`src/rtl/bram_burst_writer_pkg.sv`:
```
// Shared types and constants for the BRAM burst writer and its callers.
package bram_burst_writer_pkg;

  typedef enum logic [2:0] {
    ST_IDLE      = 3'd0,
    ST_PAGE_REQ  = 3'd1,
    ST_WAIT_DATA = 3'd2,
    ST_CYCLE     = 3'd3,
    ST_FINISH    = 3'd4
  } state_e;

  typedef enum logic [1:0] {
    PH_IDLE  = 2'd0,
    PH_SETUP = 2'd1,
    PH_WE    = 2'd2,
    PH_HOLD  = 2'd3
  } phase_e;

  localparam logic [1:0]  BRAM_SELECT_CONTROLLER = 2'b00;

  // Controller addresses of the page registers known to callers.
  localparam logic [13:0] PAGE_REG_ADDR_STM = 14'h0042;
  localparam logic [13:0] PAGE_REG_ADDR_DMA = 14'h0043;

endpackage

```
`src/rtl/bram_burst_writer_if.sv`:
```
// Command, word-stream and memory-bus bundle of the burst writer.
interface bram_burst_writer_if #(
  parameter int DATA_WIDTH   = 16,
  parameter int ADDR_WIDTH   = 14,
  parameter int SELECT_WIDTH = 2,
  parameter int PAGE_WIDTH   = 4,
  parameter int LEN_WIDTH    = 16
) ();
  logic                             CMD_VALID;
  logic                             CMD_READY;
  logic [SELECT_WIDTH-1:0]          CMD_SELECT;
  logic [PAGE_WIDTH+ADDR_WIDTH-1:0] CMD_INDEX;
  logic [LEN_WIDTH-1:0]             CMD_LEN;
  logic                             CMD_PAGED;
  logic [ADDR_WIDTH-1:0]            CMD_PAGE_REG;
  logic                             DATA_VALID;
  logic                             DATA_READY;
  logic [DATA_WIDTH-1:0]            DATA_IN;
  logic                             EN;
  logic                             WE;
  logic [SELECT_WIDTH-1:0]          BRAM_SELECT;
  logic [ADDR_WIDTH-1:0]            BRAM_ADDR;
  logic [DATA_WIDTH-1:0]            DATA_OUT;
  logic                             BUSY;
  logic                             DONE;

  // Burst writer side
  modport master (
    input  CMD_VALID, CMD_SELECT, CMD_INDEX, CMD_LEN, CMD_PAGED, CMD_PAGE_REG,
    input  DATA_VALID, DATA_IN,
    output CMD_READY, DATA_READY,
    output EN, WE, BRAM_SELECT, BRAM_ADDR, DATA_OUT, BUSY, DONE
  );

  // Loader / bus observer side
  modport slave (
    output CMD_VALID, CMD_SELECT, CMD_INDEX, CMD_LEN, CMD_PAGED, CMD_PAGE_REG,
    output DATA_VALID, DATA_IN,
    input  CMD_READY, DATA_READY,
    input  EN, WE, BRAM_SELECT, BRAM_ADDR, DATA_OUT, BUSY, DONE
  );
endinterface

```
`src/rtl/bram_burst_writer_write_cycle.sv`:
```
// One three-phase BRAM write cycle: setup, write strobe, hold.
module bram_write_cycle
  import bram_burst_writer_pkg::*;
#(
  parameter int SETUP_CYCLES = 1,
  parameter int WE_CYCLES    = 2
) (
  input  logic clk_i,
  input  logic rst_i,
  input  logic start_i,
  output logic en_o,
  output logic we_o,
  output logic done_o
);
  localparam logic [7:0] SETUP_LAST = 8'(SETUP_CYCLES - 1);
  localparam logic [7:0] WE_LAST    = 8'(WE_CYCLES - 1);

  phase_e     phase_q, phase_d;
  logic [7:0] cnt_q, cnt_d;

  // Phase register and per-phase cycle counter
  always_ff @(posedge clk_i) begin
    if (rst_i) begin
      phase_q <= PH_IDLE;
      cnt_q   <= '0;
    end else begin
      phase_q <= phase_d;
      cnt_q   <= cnt_d;
    end
  end

  // Phase sequencing: start launches setup, hold is the final cycle
  always_comb begin
    phase_d = phase_q;
    cnt_d   = cnt_q;
    case (phase_q)
      PH_IDLE: begin
        if (start_i) begin
          phase_d = PH_SETUP;
          cnt_d   = '0;
        end
      end
      PH_SETUP: begin
        if (cnt_q == SETUP_LAST) begin
          phase_d = PH_WE;
          cnt_d   = '0;
        end else begin
          cnt_d = cnt_q + 8'd1;
        end
      end
      PH_WE: begin
        if (cnt_q == WE_LAST) begin
          phase_d = PH_HOLD;
          cnt_d   = '0;
        end else begin
          cnt_d = cnt_q + 8'd1;
        end
      end
      PH_HOLD: phase_d = PH_IDLE;
      default: phase_d = PH_IDLE;
    endcase
  end

  assign en_o   = (phase_q != PH_IDLE);
  assign we_o   = (phase_q == PH_WE);
  assign done_o = (phase_q == PH_HOLD);

endmodule

```
`src/rtl/bram_burst_writer.sv`:
```
// Burst write master: command + word stream to paged BRAM write cycles.
module bram_burst_writer
  import bram_burst_writer_pkg::*;
#(
  parameter int                      DATA_WIDTH   = 16,
  parameter int                      ADDR_WIDTH   = 14,
  parameter int                      SELECT_WIDTH = 2,
  parameter int                      PAGE_WIDTH   = 4,
  parameter int                      SETUP_CYCLES = 1,
  parameter int                      WE_CYCLES    = 2,
  parameter logic [SELECT_WIDTH-1:0] CTRL_SELECT  = BRAM_SELECT_CONTROLLER,
  parameter int                      LEN_WIDTH    = 16
) (
  input logic                CLK,
  input logic                RST,
  bram_burst_writer_if.master bus
);
  localparam int IW = PAGE_WIDTH + ADDR_WIDTH;

  state_e                  state_q, state_d;
  logic [SELECT_WIDTH-1:0] sel_q, sel_d;
  logic [IW-1:0]           idx_q, idx_d, idx_inc;
  logic [LEN_WIDTH-1:0]    rem_q, rem_d;
  logic                    paged_q, paged_d;
  logic [ADDR_WIDTH-1:0]   preg_q, preg_d;
  logic [SELECT_WIDTH-1:0] bsel_q, bsel_d;
  logic [ADDR_WIDTH-1:0]   baddr_q, baddr_d;
  logic [DATA_WIDTH-1:0]   dout_q, dout_d;
  logic                    cyc_start, cyc_en, cyc_we, cyc_done;

  bram_write_cycle #(
    .SETUP_CYCLES(SETUP_CYCLES),
    .WE_CYCLES   (WE_CYCLES)
  ) u_cycle (
    .clk_i  (CLK),
    .rst_i  (RST),
    .start_i(cyc_start),
    .en_o   (cyc_en),
    .we_o   (cyc_we),
    .done_o (cyc_done)
  );

  // Burst state, latched command and registered bus fields
  always_ff @(posedge CLK) begin
    if (RST) begin
      state_q <= ST_IDLE;
      sel_q   <= '0;
      idx_q   <= '0;
      rem_q   <= '0;
      paged_q <= 1'b0;
      preg_q  <= '0;
      bsel_q  <= '0;
      baddr_q <= '0;
      dout_q  <= '0;
    end else begin
      state_q <= state_d;
      sel_q   <= sel_d;
      idx_q   <= idx_d;
      rem_q   <= rem_d;
      paged_q <= paged_d;
      preg_q  <= preg_d;
      bsel_q  <= bsel_d;
      baddr_q <= baddr_d;
      dout_q  <= dout_d;
    end
  end

  // Burst sequencing; bus fields are loaded together with the cycle start
  // so they stay constant through every phase of that cycle.
  always_comb begin
    state_d   = state_q;
    sel_d     = sel_q;
    idx_d     = idx_q;
    rem_d     = rem_q;
    paged_d   = paged_q;
    preg_d    = preg_q;
    bsel_d    = bsel_q;
    baddr_d   = baddr_q;
    dout_d    = dout_q;
    cyc_start = 1'b0;
    idx_inc   = '0;
    case (state_q)
      ST_IDLE: begin
        if (bus.CMD_VALID) begin
          sel_d   = bus.CMD_SELECT;
          idx_d   = bus.CMD_INDEX;
          rem_d   = bus.CMD_LEN;
          paged_d = bus.CMD_PAGED;
          preg_d  = bus.CMD_PAGE_REG;
          if (bus.CMD_LEN == '0)  state_d = ST_FINISH;
          else if (bus.CMD_PAGED) state_d = ST_PAGE_REQ;
          else                    state_d = ST_WAIT_DATA;
        end
      end
      ST_PAGE_REQ: begin
        // Entry cycle keeps EN low; the page write starts from it.
        if (!cyc_en) begin
          cyc_start = 1'b1;
          bsel_d    = CTRL_SELECT;
          baddr_d   = preg_q;
          dout_d    = '0;
          dout_d[PAGE_WIDTH-1:0] = idx_q[IW-1:ADDR_WIDTH];
        end
        if (cyc_done) state_d = ST_WAIT_DATA;
      end
      ST_WAIT_DATA: begin
        if (bus.DATA_VALID) begin
          cyc_start = 1'b1;
          bsel_d    = sel_q;
          baddr_d   = idx_q[ADDR_WIDTH-1:0];
          dout_d    = bus.DATA_IN;
          state_d   = ST_CYCLE;
        end
      end
      ST_CYCLE: begin
        if (cyc_done) begin
          if (paged_q) idx_inc = idx_q + IW'(1);
          else idx_inc = {idx_q[IW-1:ADDR_WIDTH], idx_q[ADDR_WIDTH-1:0] + ADDR_WIDTH'(1)};
          idx_d = idx_inc;
          rem_d = rem_q - LEN_WIDTH'(1);
          if (rem_q == LEN_WIDTH'(1))                      state_d = ST_FINISH;
          else if (paged_q && idx_inc[ADDR_WIDTH-1:0] == '0) state_d = ST_PAGE_REQ;
          else                                             state_d = ST_WAIT_DATA;
        end
      end
      ST_FINISH: state_d = ST_IDLE;
      default:   state_d = ST_IDLE;
    endcase
  end

  assign bus.CMD_READY   = (state_q == ST_IDLE);
  assign bus.DATA_READY  = (state_q == ST_WAIT_DATA);
  assign bus.BUSY        = (state_q != ST_IDLE);
  assign bus.DONE        = (state_q == ST_FINISH);
  assign bus.EN          = cyc_en;
  assign bus.WE          = cyc_we;
  assign bus.BRAM_SELECT = bsel_q;
  assign bus.BRAM_ADDR   = baddr_q;
  assign bus.DATA_OUT    = dout_q;

endmodule

```
`src/flat_wrapper.sv`:
```
// flat-port wrapper written by rule: the top's interface ports become plain ports
module bram_burst_writer_flat import bram_burst_writer_pkg::*;
#(
  parameter int                      DATA_WIDTH   = 16,
  parameter int                      ADDR_WIDTH   = 14,
  parameter int                      SELECT_WIDTH = 2,
  parameter int                      PAGE_WIDTH   = 4,
  parameter int                      SETUP_CYCLES = 1,
  parameter int                      WE_CYCLES    = 2,
  parameter logic [SELECT_WIDTH-1:0] CTRL_SELECT  = BRAM_SELECT_CONTROLLER,
  parameter int                      LEN_WIDTH    = 16
)
  (CLK, RST, bus_CMD_VALID, bus_CMD_SELECT, bus_CMD_INDEX, bus_CMD_LEN, bus_CMD_PAGED, bus_CMD_PAGE_REG, bus_DATA_VALID, bus_DATA_IN, bus_CMD_READY, bus_DATA_READY, bus_EN, bus_WE, bus_BRAM_SELECT, bus_BRAM_ADDR, bus_DATA_OUT, bus_BUSY, bus_DONE);
  bram_burst_writer_if #(.DATA_WIDTH(DATA_WIDTH), .ADDR_WIDTH(ADDR_WIDTH), .SELECT_WIDTH(SELECT_WIDTH), .PAGE_WIDTH(PAGE_WIDTH), .LEN_WIDTH(LEN_WIDTH)) bus_i ();
  input logic CLK;
  input logic RST;
  input wire logic [$bits(bus_i.CMD_VALID)-1:0] bus_CMD_VALID;
  input wire logic [$bits(bus_i.CMD_SELECT)-1:0] bus_CMD_SELECT;
  input wire logic [$bits(bus_i.CMD_INDEX)-1:0] bus_CMD_INDEX;
  input wire logic [$bits(bus_i.CMD_LEN)-1:0] bus_CMD_LEN;
  input wire logic [$bits(bus_i.CMD_PAGED)-1:0] bus_CMD_PAGED;
  input wire logic [$bits(bus_i.CMD_PAGE_REG)-1:0] bus_CMD_PAGE_REG;
  input wire logic [$bits(bus_i.DATA_VALID)-1:0] bus_DATA_VALID;
  input wire logic [$bits(bus_i.DATA_IN)-1:0] bus_DATA_IN;
  output wire logic [$bits(bus_i.CMD_READY)-1:0] bus_CMD_READY;
  output wire logic [$bits(bus_i.DATA_READY)-1:0] bus_DATA_READY;
  output wire logic [$bits(bus_i.EN)-1:0] bus_EN;
  output wire logic [$bits(bus_i.WE)-1:0] bus_WE;
  output wire logic [$bits(bus_i.BRAM_SELECT)-1:0] bus_BRAM_SELECT;
  output wire logic [$bits(bus_i.BRAM_ADDR)-1:0] bus_BRAM_ADDR;
  output wire logic [$bits(bus_i.DATA_OUT)-1:0] bus_DATA_OUT;
  output wire logic [$bits(bus_i.BUSY)-1:0] bus_BUSY;
  output wire logic [$bits(bus_i.DONE)-1:0] bus_DONE;
  assign bus_i.CMD_VALID = bus_CMD_VALID;
  assign bus_i.CMD_SELECT = bus_CMD_SELECT;
  assign bus_i.CMD_INDEX = bus_CMD_INDEX;
  assign bus_i.CMD_LEN = bus_CMD_LEN;
  assign bus_i.CMD_PAGED = bus_CMD_PAGED;
  assign bus_i.CMD_PAGE_REG = bus_CMD_PAGE_REG;
  assign bus_i.DATA_VALID = bus_DATA_VALID;
  assign bus_i.DATA_IN = bus_DATA_IN;
  assign bus_CMD_READY = bus_i.CMD_READY;
  assign bus_DATA_READY = bus_i.DATA_READY;
  assign bus_EN = bus_i.EN;
  assign bus_WE = bus_i.WE;
  assign bus_BRAM_SELECT = bus_i.BRAM_SELECT;
  assign bus_BRAM_ADDR = bus_i.BRAM_ADDR;
  assign bus_DATA_OUT = bus_i.DATA_OUT;
  assign bus_BUSY = bus_i.BUSY;
  assign bus_DONE = bus_i.DONE;
  bram_burst_writer #(.DATA_WIDTH(DATA_WIDTH), .ADDR_WIDTH(ADDR_WIDTH), .SELECT_WIDTH(SELECT_WIDTH), .PAGE_WIDTH(PAGE_WIDTH), .SETUP_CYCLES(SETUP_CYCLES), .WE_CYCLES(WE_CYCLES), .CTRL_SELECT(CTRL_SELECT), .LEN_WIDTH(LEN_WIDTH)) u_core (.CLK(CLK), .RST(RST), .bus(bus_i));
endmodule
```
`config.mk`:
```
export PLATFORM = sky130hd
export DESIGN_NAME = bram_burst_writer_flat
export DESIGN_NICKNAME = d
export VERILOG_FILES = /design/src/rtl/bram_burst_writer_pkg.sv /design/src/rtl/bram_burst_writer_if.sv /design/src/rtl/bram_burst_writer_write_cycle.sv /design/src/rtl/bram_burst_writer.sv /design/src/flat_wrapper.sv
export SDC_FILE = /design/constraint.sdc
export NUM_CORES = 1
export LEC_CHECK = 0
export BUFFER_PORTS_ARGS = -buffer_cell sky130_fd_sc_hd__buf_2
export CAP_MARGIN = 20
export CORE_MARGIN = 2
export CORE_UTILIZATION = 50
export DETAILED_ROUTE_END_ITERATION = 10
export PLACE_DENSITY = 0.82
export SLEW_MARGIN = 15
export SYNTH_ARGS = -nofsm -noshare
export SYNTH_HDL_FRONTEND = slang
export SYNTH_SLANG_ARGS = --single-unit
```
`constraint.sdc`:
```
create_clock -name CLK -period 1.85 [get_ports CLK]
set_input_delay 0.2775 -clock CLK [delete_from_list [all_inputs] [get_ports CLK]]
set_output_delay 0.2775 -clock CLK [all_outputs]
set_load 0.02 [all_outputs]
```
==> impl_metrics.ini, run 1 <==
[floorplan]
rows = 36
die_h_um = 105
die_width_um = 105
die_area_um2 = 11000
io_pins = 109
core_um2 = 9820
start_util_pct = 51.9

[sta]
final_hold_viol_count = 0
setup_violations = 5
rsz0062_at_grt = true
slew_violations = 0
whs_ns = 0.124
fin_skew_ns = 0.00780
slew_headroom_pct = 69.3
worst_slack_ns = -0.0364
finalCriticalPeriod_ns = 1.89
max_freq_mhz = 530
min_period_over_period_pct = 102
tightest_slew_ns = 0.456

[logic_synthesis]
yosys_most_used_dff = dfxtp_1
syn_inst = 655
synth-seq-area-share_pct = 37.7
netlist.area_leader.share_pct = 37.7
synth_area_leader_cell = dfxtp_1
synth-seq-cells = 96
syn_nets = 738
ys_types = 62
synth_edf_count = 0
synth_warnings = 0
syn_area_um2 = 5100
ys_async_sr_fraction_pct = 0
synth_area_leaders = dfxtp_1 38%, a21oi_1 7.3%, nand2_1 6.0%
synth.avg_cell_area_um2 = 7.78

[pwr]
p_int_mw = 3.90
seq_power_share_pct = 40.3
swShare_pct = 38.7
p_clk_share_pct = 21.3
power_density_nw_per_um2 = 977
power_mw = 6.36
power.switching_mw = 2.46
peakVddDrop_uv = 462
leakagePower_nw = 2.61
pwr-share-comb_pct = 38.4

[setup_path]
cp-start-kind = flip-flop
cp_num_buf_inv = 0
endpoint_kind = flip-flop
crit_type = reg2reg
crit_family = simple AND/OR/NAND/NOR gates
cpMaxStageDelayCell = or4_1
critPathMaxFanout = 5
crit_required_ns = 2.11
path_cells = ha_4 -> nand4_1 -> xnor2_1 -> or4_1 -> a211oi_2 -> a21oi_1
critPathArrivalTime_ns = 2.15
cpPeakStageDelay_ns = 0.49

[layout]
final_area_um2 = 6500
area_delta_synth_final_pct = 27.6
regArea_um2 = 1940
fill_cells = 887
instances_no_fill = 925
fin_nets = 870
multi_input_area_um2 = 3040
drive_above_1_share_pct = 28.0
fin_util_pct = 66.2
diodes = 0

[clock_network]
cts-buffers-inserted = 9
cts_tree = built
cts_sinks = 96
clkTransAtPathRegs_ns = 0.10
cts_max_level = 3
cts_buffer_depth = 2
cts-root-buf = clkbuf_8
clk_latency_ns = 0.38

[global_route]
antenna_found_initial = 0
track_usage_pct = 25.5
use_met1_pct = 31.6
use_met3_pct = 4.62
busiest_layer = met2
overflow = 0
grt_max_degree = 50
grt_pass1_wl_um = 23300
grt_util_met2_pct = 44.1
grt_pass1_vias = 5113

[detailed_routing]
drt_wl_total_um = 14500
drc = 0
drt_iter0_drc = 351
firstDrtPassIters = 5
vias = 5397
via_per_inst = 5.83
drtAntennaViolNets = 0
drt-wirelength-per-cell_um = 15.7

[place]
place_congestion = 0.981
port_buffers = 108
dp_hpwl_um = 10100
dp.cells = 903
place_area_um2 = 6130

[flow_run]
maxCapViolations = 0

[hold_path]
hp-class = in2reg

[status]
violations = negative setup slack
status = complete, but fails checks
[synthesized netlist by cell type, types with 9 or more instances]
cell      count
a211oi_1     35
a21oi_1      74
buf_2        10
clkbuf_1     36
dfxtp_1      96
ha_1         12
inv_1        17
mux2i_1      18
nand2_1      82
nand3_1      31
nor2_1       68
nor3_1        9
nor4_1        9
o21ai_0      32
xnor2_1      10
[metrics by stage]
| stage | setup TNS, ns | setup WS, ns |
|---|---|---|
| finish | -0.102 | -0.0364 |
| global route | -0.474 | -0.0931 |
| floorplan | -0.0236 | -0.0127 |
| detailed placement | -0.0693 | -0.0469 |
| CTS | -0.00169 | -0.00169 |
| global placement | 0 | 0.0204 |
[flip-flops by register name (all words and copies together), names as in the netlist]
name	cells
u_core.sel_q	2
u_core.u_cycle.cnt_q	8
u_core.rem_q	16
u_core.state_q	3
u_core.bus.BRAM_SELECT	2
u_core.idx_q	18
u_core.paged_q	1
u_core.bus.BRAM_ADDR	14
u_core.preg_q	14
u_core.bus.DATA_OUT	16
u_core.u_cycle.phase_q	2
[placed cells by master (no fill, tap or decap), drive strengths merged, types with 18 or more instances in the layout]
cell and instances:
o21ai 32, buf 169, a21oi 74, dfxtp 96, nor2 68, nand3 31, nand2 82, mux2i 18
a211oi 36, inv 20
[cell families after synthesis]
kind of cell / Yosys count / share of synthesized area, %
XOR/XNOR: 11 / 1.89
flip-flops: 96 / 37.7
multiplexers: 18 / 3.53
AND/OR/NAND/NOR: 248 / 23.3
adder cells (fa/ha/maj): 12 / 2.94
AO/OA/AOI/OAI: 204 / 25.5
buffers and inverters: 66 / 5.10
[power by group through the flow]
stage | registers [mW] | logic (mW) | clock network (mW)
final | 2.56 | 2.44 | 1.35
after global routing | 2.60 | 2.68 | 1.46
after CTS | 2.55 | 2.37 | 1.37
after detailed placement | 2.60 | 2.31 | 0
after global placement | 2.57 | 2.25 | 0
after floorplan | 2.68 | 1.38 | 0
[layout make-up]
type,count,share of cell area (%)
Clock buffer,9,1.90
Sequential cell,96,29.8
Tap cell,133,2.56
Timing Repair Buffer,170,17.0
Inverter,17,0.981
Multi-Input combinational cell,493,46.8
Clock inverter,7,0.981
[worst min-delay path: stages]
cell and delay, ns:
buf_2 0.10, nand2_1 0.04, a21oi_1 0.05
[final timing paths]
kind / from / endpoint / slack, ns / cells past startpoint
worst max-delay path: u_core.idx_q[0]$_SDFFE_PP0P_ / u_core.state_q[1]$_SDFFE_PP0P_ / -0.04 / 6
worst min-delay path: bus_CMD_PAGE_REG[0] / u_core.preg_q[0]$_SDFFE_PP0P_ / 0.12 / 3
worst max register to register: u_core.idx_q[0]$_SDFFE_PP0P_ / u_core.state_q[1]$_SDFFE_PP0P_ / -0.04 / 6
worst min register to register: u_core.bus.DATA_OUT[14]$_SDFFE_PP0P_ / u_core.bus.DATA_OUT[14]$_SDFFE_PP0P_ / 0.45 / 2
[layer usage]
| metal | wire length (um) | share of wire, % |
|---|---|---|
| met1 | 6190 | 43 |
| met2 | 7140 | 49 |
| met3 | 844 | 5.8 |
| met4 | 316 | 2.2 |
| met5 | 0 | 0 |
[what timing repair did]
action | in CTS | in global routing
setup buffers | 1 | 4
gates cloned | 1 | 0
hold buffers | 0 | 0
resized for setup | 6 | 29
pin swaps | 1 | 8
setup endpoints to repair | 6 | 33
Power figures use the tool's default switching activity.
==> run 2: changes to the inputs <==
clock period = 1.7 ns   (was 1.85 ns; I/O delays follow)
==> run 2 against run 1 <==
  * Global-route usage grew 2.8 points
  * The run still ends with negative setup slack left
  * Clock power grew 9%
  * Clock-buffer cell count is the same
  * Sequential cell count is the same
  * Highest routed layer unchanged
  * Die area is the same
  * Non-clock buffer count grew 64
  * Clock skew grew 0.0070 ns
  * Critical endpoint is now u_core.rem_q[15]$_SDFFE_PP0P_
  * Cell area grew 15%
  * Final cell count grew 6.9%
  * Combinational power grew 46%
  * Critical path type unchanged
==> impl_metrics.ini, run 2 (synthesis results as in run 1) <==
[sta]
slew_headroom_pct = 71.7
worst_slack_ns = -0.189
tightest_slew_ns = 0.423
min_period_over_period_pct = 111
final_hold_viol_count = 0
max_freq_mhz = 529
slew_violations = 0
finalCriticalPeriod_ns = 1.89
rsz0062_at_grt = true
setup_violations = 18
fin_skew_ns = 0.0148

[global_route]
grt_pass1_wl_um = 25800
antenna_found_initial = 0
grt_pass1_vias = 5515
grt_max_degree = 50
overflow = 0
track_usage_pct = 28.4

[floorplan]
start_util_pct = 51.9
io_pins = 109
die_h_um = 105
core_um2 = 9820
die_width_um = 105
die_area_um2 = 11000
rows = 36

[detailed_routing]
drc = 0
via_per_inst = 6.14
drt-wirelength-per-cell_um = 18.6
drtAntennaViolNets = 0
drt_wl_total_um = 18400
vias = 6075
firstDrtPassIters = 7
drt_iter0_drc = 678

[pwr]
leakagePower_nw = 3.08
power.switching_mw = 3.09
peakVddDrop_uv = 520
swShare_pct = 39.4
pwr-share-comb_pct = 45.6
p_clk_share_pct = 18.8
power_density_nw_per_um2 = 1050
p_int_mw = 4.75
seq_power_share_pct = 35.6

[layout]
fin_util_pct = 75.9
fin_nets = 934
fill_cells = 653
drive_above_1_share_pct = 37.7
top_register = u_core.idx_q
final_area_um2 = 7450
final_common_cell = buf_2
diodes = 0
area_delta_synth_final_pct = 46.1
largest_reg_flops = 18
layout_common_cells = 104 x buf_2, 97 x buf_4, 88 x dfxtp_1

[setup_path]
crit_required_ns = 2.01
endpoint_kind = flip-flop
critPathArrivalTime_ns = 2.20
cp-start-kind = flip-flop
crit_type = reg2reg
critPathMaxFanout = 7

[clock_network]
clkTransAtPathRegs_ns = 0.10
cts_sinks = 96
clk_latency_ns = 0.38
cts-buffers-inserted = 9
cts-root-buf = clkbuf_8
cts_buffer_depth = 2
cts_max_level = 3
hold_buffers = 0
cts_tree = built

[status]
violations = negative setup slack
status = complete, but fails checks

[flow_run]
maxCapViolations = 0

[place]
place_area_um2 = 6430
place_congestion = 0.883
port_buffers = 108
dp_hpwl_um = 10600

[hold_path]
hp-class = in2reg
[run 2: changes by cell type in the layout (fill, tap and decap cells not counted), sizes merged]
cell,delta
buf,+60
clkbuf,+4
inv,+2
clkinv,-1
clkinvlp,-1
[run 2: worst max-delay path, stage by stage, from the launching register on]
cell,delay (ns)
dfxtp_2,0.34
or3_4,0.38
or4_4,0.50
o31ai_2,0.29
a21oi_1,0.13
a211oi_2,0.20
[run 2: layer usage]
layer	share of wire (%)	track usage, %	vias to the layer above
met4	3.3	12.3	0
met1	39	34.7	2879
met5	0	0	-
li1	-	-	2776
met2	50	49.8	355
met3	7.6	3.56	65
[run 2: power by group through the flow]
stage               registers (mW)  clock network, mW  logic, mW
global route                  2.82               1.57       3.80
floorplan                     2.92                  0       1.52
global placement              2.78                  0       2.63
finish                        2.79               1.47       3.57
CTS                           2.76               1.47       3.01
detailed placement            2.81                  0       2.71
[run 2: stage by stage]
stage          power [mW]  worst slack, ns  instances  hold slack [ns]  TNS [ns]
2_1_floorplan        4.44           -0.163        655            0.391    -0.553
3_3_place_gp         5.42           -0.122        940            0.435    -0.324
3_5_place_dp         5.51           -0.141        940            0.441     -1.30
4_1_cts              7.24           -0.146        969           0.0965    -0.699
5_1_grt              8.20           -0.297        989            0.106     -3.33
6_report             7.84           -0.189        989            0.101     -1.30
[run 2: path summary, 6_finish.rpt]
check	startpoint	endpoint	slack (ns)	cells past startpoint
setup reg to reg	u_core.rem_q[10]$_SDFFE_PP0P_	u_core.rem_q[15]$_SDFFE_PP0P_	-0.19	5
hold reg to reg	u_core.bus.DATA_OUT[6]$_SDFFE_PP0P_	u_core.bus.DATA_OUT[6]$_SDFFE_PP0P_	0.46	2
hold / removal	bus_CMD_PAGE_REG[0]	u_core.preg_q[0]$_SDFFE_PP0P_	0.10	3
setup / recovery	u_core.rem_q[10]$_SDFFE_PP0P_	u_core.rem_q[15]$_SDFFE_PP0P_	-0.19	5
[run 2: cell type report]
type                            instances  area, um^2  area share (%)
Timing Repair Buffer                  234        1790            24.0
Multi-Input combinational cell        493        3300            44.4
Clock inverter                          7        58.8           0.789
Clock buffer                            9         124            1.66
Tap cell                              133         166            2.23
Sequential cell                        96        1940            26.1
Inverter                               17        66.3           0.890
[run 2: repair_timing]
item | in CTS | in global routing
gates resized for setup | 47 | 72
pin swaps | 16 | 30
cloned | 4 | 4
setup buffers | 9 | 20
hold endpoints to repair | 0 | 0
setup endpoints to repair | 37 | 62
